## config.mk

```make
export PLATFORM = sky130hd
export DESIGN_NAME = mem_bridge
export DESIGN_NICKNAME = d
export VERILOG_FILES = /design/src/rtl/mem_bridge_pkg.sv /design/src/rtl/mem_bridge.sv
export SDC_FILE = /design/constraint.sdc
export NUM_CORES = 1
export LEC_CHECK = 0
export BUFFER_PORTS_ARGS = -buffer_cell sky130_fd_sc_hd__buf_4
export CAP_MARGIN = 20
export CORE_AREA = 2 2 122 124
export CTS_CLUSTER_DIAMETER = 40
export DETAILED_ROUTE_END_ITERATION = 16
export DIE_AREA = 0 0 124 126
export GPL_ROUTABILITY_DRIVEN = 0
export GPL_TIMING_DRIVEN = 0
export SLEW_MARGIN = 20
export SYNTH_ARGS = -nofsm -noshare
export SYNTH_HDL_FRONTEND = slang
export SYNTH_SLANG_ARGS = --single-unit
export TNS_END_PERCENT = 20
```

## constraint.sdc

```tcl
create_clock -name clk -period 2.9 [get_ports clk]
set_input_delay 0.145 -clock clk [delete_from_list [all_inputs] [get_ports clk]]
set_output_delay 0.145 -clock clk [all_outputs]
set_load 0.05 [all_outputs]
```

## src/rtl/mem_bridge_pkg.sv

```systemverilog
// Shared types and constants for the word-to-byte memory bridge.
package mem_bridge_pkg;

    // Bytes per word, which is also the number of byte beats per transfer.
    localparam int BEATS = 4;

    // One byte lane of a word.
    typedef logic [7:0] byte_t;

    // Bridge FSM states.
    typedef enum logic [2:0] {
        ST_IDLE    = 3'd0,
        ST_WR      = 3'd1,
        ST_RD      = 3'd2,
        ST_RD_LAST = 3'd3,
        ST_RESP    = 3'd4
    } state_e;

endpackage

```

## src/rtl/mem_bridge.sv

```systemverilog
// Bridges single-word core requests onto a byte-wide memory port.
// Each transfer is four byte beats. The read data returns one cycle late,
// so reads need an extra RD_LAST cycle to collect the final byte.
module mem_bridge #(
    parameter int ADDR_W = 32,
    parameter int BEATS  = mem_bridge_pkg::BEATS
) (
    input  logic                                  clk,
    input  logic                                  rst_b,
    input  logic                                  halted,
    input  logic                                  req_valid,
    output logic                                  req_ready,
    input  logic [ADDR_W-1:0]                     req_addr,
    input  logic                                  req_we,
    input  mem_bridge_pkg::byte_t [BEATS-1:0]     req_wdata,
    output logic                                  resp_valid,
    input  logic                                  resp_ready,
    output mem_bridge_pkg::byte_t [BEATS-1:0]     resp_rdata,
    output logic                                  mem_en,
    output logic                                  mem_we,
    output logic [ADDR_W-1:0]                     mem_addr,
    output logic [7:0]                            mem_wdata,
    input  logic [7:0]                            mem_rdata
);

    import mem_bridge_pkg::*;

    state_e                state_q, state_d;
    logic [1:0]            beat_q, beat_d;
    logic [ADDR_W-1:0]     base_q, base_d;
    byte_t [BEATS-1:0]     wdata_q, wdata_d;
    byte_t [BEATS-1:0]     rdata_q, rdata_d;

    // State registers; reset abandons any transfer in flight without a response.
    always_ff @(posedge clk or negedge rst_b) begin
        if (!rst_b) begin
            state_q <= ST_IDLE;
            beat_q  <= 2'd0;
            base_q  <= '0;
            wdata_q <= '0;
            rdata_q <= '0;
        end else begin
            state_q <= state_d;
            beat_q  <= beat_d;
            base_q  <= base_d;
            wdata_q <= wdata_d;
            rdata_q <= rdata_d;
        end
    end

    // Next-state logic: request acceptance, beat sequencing, read-byte capture.
    always_comb begin
        state_d = state_q;
        beat_d  = beat_q;
        base_d  = base_q;
        wdata_d = wdata_q;
        rdata_d = rdata_q;
        unique case (state_q)
            ST_IDLE: begin
                if (req_valid && !halted) begin
                    base_d  = {req_addr[ADDR_W-1:2], 2'b00};
                    wdata_d = req_wdata;
                    beat_d  = 2'd0;
                    state_d = req_we ? ST_WR : ST_RD;
                end
            end
            ST_WR: begin
                beat_d = beat_q + 2'd1;
                if (beat_q == 2'd3) begin
                    state_d = ST_RESP;
                end
            end
            ST_RD: begin
                // The byte arriving now belongs to the previous beat's address.
                if (beat_q != 2'd0) begin
                    rdata_d[beat_q - 2'd1] = mem_rdata;
                end
                beat_d = beat_q + 2'd1;
                if (beat_q == 2'd3) begin
                    state_d = ST_RD_LAST;
                end
            end
            ST_RD_LAST: begin
                rdata_d[3] = mem_rdata;
                state_d    = ST_RESP;
            end
            ST_RESP: begin
                if (resp_ready) begin
                    state_d = ST_IDLE;
                end
            end
            default: begin
                state_d = ST_IDLE;
            end
        endcase
    end

    // Outputs decode straight from state so reset removes the strobes at once.
    always_comb begin
        req_ready  = (state_q == ST_IDLE) && !halted;
        resp_valid = (state_q == ST_RESP);
        resp_rdata = rdata_q;
        mem_en     = (state_q == ST_WR) || (state_q == ST_RD);
        mem_we     = (state_q == ST_WR);
        mem_addr   = base_q;
        mem_wdata  = 8'h00;
        if (mem_en) begin
            // Beat replaces the low two bits, so the address never carries out of the word.
            mem_addr = {base_q[ADDR_W-1:2], beat_q};
        end
        if (state_q == ST_WR) begin
            mem_wdata = wdata_q[beat_q];
        end
    end

endmodule

```

==> metrics.md <==
| Metric | Value |
|---|---|
| Register bit total from synthesis | `99` |
| CTS tree | `yes` |
| Most common cell after layout, fill and taps aside | `buf_4` |
| Root buffer cell | `clkbuf_16` |
| Die height | `126 µm` |
| Fin nets | `512` |
| Leak Pwr | `2.726 nW` |
| Time the worst path needs with I/O delays and setup | `2.386 ns` |
| Top Family by Delay on Critical Path | `simple AND/OR/NAND/NOR gates` |
| Syn nets | `349` |
| P per Cell Area | `1359 mW/mm²` |
| CP peak stage delay | `0.54 ns` |
| Die area | `0.01562 mm²` |
| Sequential share of power | `0.307` |
| Area added between synthesis and finish | `39.87%` |
| Layout cell share with drive strength beyond 1 | `0.6483` |
| Number of synthesized flops with an enable pin | `0` |
| Switching power | `3.557 mW` |
| Clk pwr share | `0.153` |
| DRC violations left | `0` |
| Asr flop ratio synth | `1.000` |
| H-tree depth | `3` |
| Synth unique cells | `34` |
| Worst-path cell chain | `buf_2, inv_1, ha_1, nor4b_4, nand2_2, mux2_1` |
| Diodes inserted | `0` |
| Commonest cells after routing, fill and taps aside | `buf_4, dfrtp_1, mux2_2, nor2b_1, clkbuf_16` |
| Worst-path clk slew | `0.07 ns` |
| DR vias/cell | `4.548` |
| Initial DRT Pass Iterations | `4` |
| Post-Synthesis Cells | `267` |
| Largest net degree at the start of global routing | `100` |
| Unrepaired setup endpoints after global routing | `false` |
| Worst relative slew slack | `0.3975` |
| CTS resizes | `0` |
| Clock sink total | `99` |
| Mean post-synth cell area | `15.82 µm²` |
| Worst Path Max Fanout | `10` |
| Crit start category | `flip-flop` |
| Seq/Total Area, Yosys | `0.5865` |
| Fin Clk Skew | `0.005217 ns` |
| DR vias | `2815` |
| Max VDD drop | `539.8 µV` |
| DRT iter0 DRCs | `57` |
| GR Overflow Total | `0` |
| Slew Limit Fails | `0` |
| Post-CTS Hold Buffers | `1` |
| Synth warn | `0` |
| Row count | `44` |
| Worst Path Required | `3.13 ns` |
| CTS Buffer Depth | `2` |
| Tot Pwr | `8.028 mW` |
| Max_cap viols | `0` |
| Slowest CP cell | `dfrtp_1` |
| Combinational cell fraction of total power | `0.539` |
| Post-DRT Antenna Nets | `0` |
| Drt total wl | `9763 µm` |
| GR Util All Layers | `0.1296` |
| Num ports | `154` |
| Fmax | `419.2 MHz` |
| Final hold viol count | `0` |
| Core area | `0.01431 mm²` |
| HPWL Detailed | `6890 µm` |
| Post-route setup TNS | `0 ns` |
| Cell Int Power | `4.472 mW` |
| Final setup vio count | `0` |
| Port buffer count | `151` |
| Buf/Inv on CP | `2` |
| Worst setup path class | `flip-flop to flip-flop` |
| Initial antenna violation count | `0` |
| Initial core utilization | `0.2951` |
| Clock latency on the worst-skew pair | `0.34 ns` |
| Final Cycle Share | `0.8226` |
| Vias in the first global route | `3003` |
| Top FF cell, synth | `dfrtp_1` |
| Sw Ratio | `0.4430` |
| Setup crit end kind | `flip-flop` |
| WL per Instance | `15.77 µm` |
| Post-CTS setup buffer count | `0` |
| Worst hold-check path type | `input port to flip-flop` |
| Outcome | `finished, final reports clean` |
| Arrival time at the worst endpoint | `2.61 ns` |
| Die width | `124 µm` |
| Slew @ Worst Pin | `0.9037 ns` |
| Cts bufs inserted | `9` |
| Post-synthesis cell area | `0.004224 mm²` |
| First-pass GRT wire length | `15230 µm` |
==> power by group through the flow <==
stage | Combinational [mW] | Sequential, mW | Clock, mW
6_report | 4.33 | 2.47 | 1.23
5_1_grt | 4.55 | 2.57 | 1.33
4_1_cts | 4.38 | 2.48 | 1.28
3_5_place_dp | 4.37 | 2.50 | 0
3_3_place_gp | 4.33 | 2.46 | 0
2_1_floorplan | 1.58 | 3.99 | 0
==> registers in the layout, summed over array words and instances (netlist names) <==
register,count
state_q,3
beat_q,2
wdata_q,32
base_q,30
resp_rdata,32
==> cells in the mapped netlist, types with 2 or more instances <==
cell,instances,area [µm²]
nor2b_1,10,62.56
nand3b_1,2,15.01
nor2_1,2,7.510
nand2_2,3,18.77
dfrtp_1,99,2477
buf_6,7,78.83
ha_1,4,50.05
a21oi_1,2,10.01
inv_1,5,18.77
mux4_2,8,180.2
o21ai_0,3,15.01
o31a_1,2,17.52
nor3_1,3,15.01
nor3b_1,2,15.01
mux2_4,4,60.06
mux2_2,89,1002
clkbuf_1,5,18.77
==> path summary, 6_finish.rpt <==
check	from	to	slack, ns	depth (start not counted)
min in group asynchronous	rst_b	base_q[7]	0.48	2
max in group asynchronous	rst_b	wdata_q[25]	1.83	2
setup reg to reg	beat_q[0]	resp_rdata[15]	0.51	6
hold / removal	req_wdata[24]	wdata_q[24]	0.03	2
hold reg to reg	resp_rdata[15]	resp_rdata[15]	0.49	1
setup / recovery	beat_q[0]	resp_rdata[15]	0.51	6
==> per-layer routing <==
layer,share of wire,vias up,global-route usage
met5,0,-,0
met4,0.016,0,0.05420
met1,0.42,1439,0.1564
li1,-,1279,-
met2,0.49,86,0.2072
met3,0.074,11,0.04846
==> cells by family (layout without fill, tap and decap cells) <==
logic type	Yosys count	after routing	synth area share
multiplexers	102	102	0.2968
AND/OR/NAND/NOR	32	32	0.05658
AO/OA/AOI/OAI	11	11	0.01748
flip-flops	99	99	0.5865
XOR/XNOR	1	1	0.002074
adder cells (fa/ha/maj)	4	4	0.01185
buffers and inverters	18	186	0.02873
==> metrics by stage <==
stage                     worst slack [ns]  utilization  cell area (µm²)  cells  hold slack [ns]
after global placement              0.4395       0.3904             5588    602           0.3770
after floorplan                     0.6414            -             4224    267          -0.1506
after global routing                0.2467       0.4128             5908    619          0.01415
final                               0.5144       0.4128             5908    619          0.02676
after CTS                           0.4104       0.4128             5908    619          0.01258
after detailed placement            0.4285       0.3906             5592    602           0.3256
==> worst reg2reg max path, stage by stage, from the launching register on <==
cell and delay (ns):
dfrtp_1 0.54, buf_2 0.35, inv_1 0.16, ha_1 0.25, nor4b_4 0.37, nand2_2 0.24, mux2_1 0.36
==> layout make-up <==
type / count / area [µm²]
tap: 184 / 230.2
clock inverter: 3 / 46.29
buffer: 13 / 102.6
sequential: 99 / 2477
inverter: 5 / 18.77
clock buffer: 13 / 260.3
fill: 1345 / 8406
timing repair buffer: 152 / 1147
multi-input combinational: 150 / 1625
No activity file was read; power rests on OpenSTA's default activity.
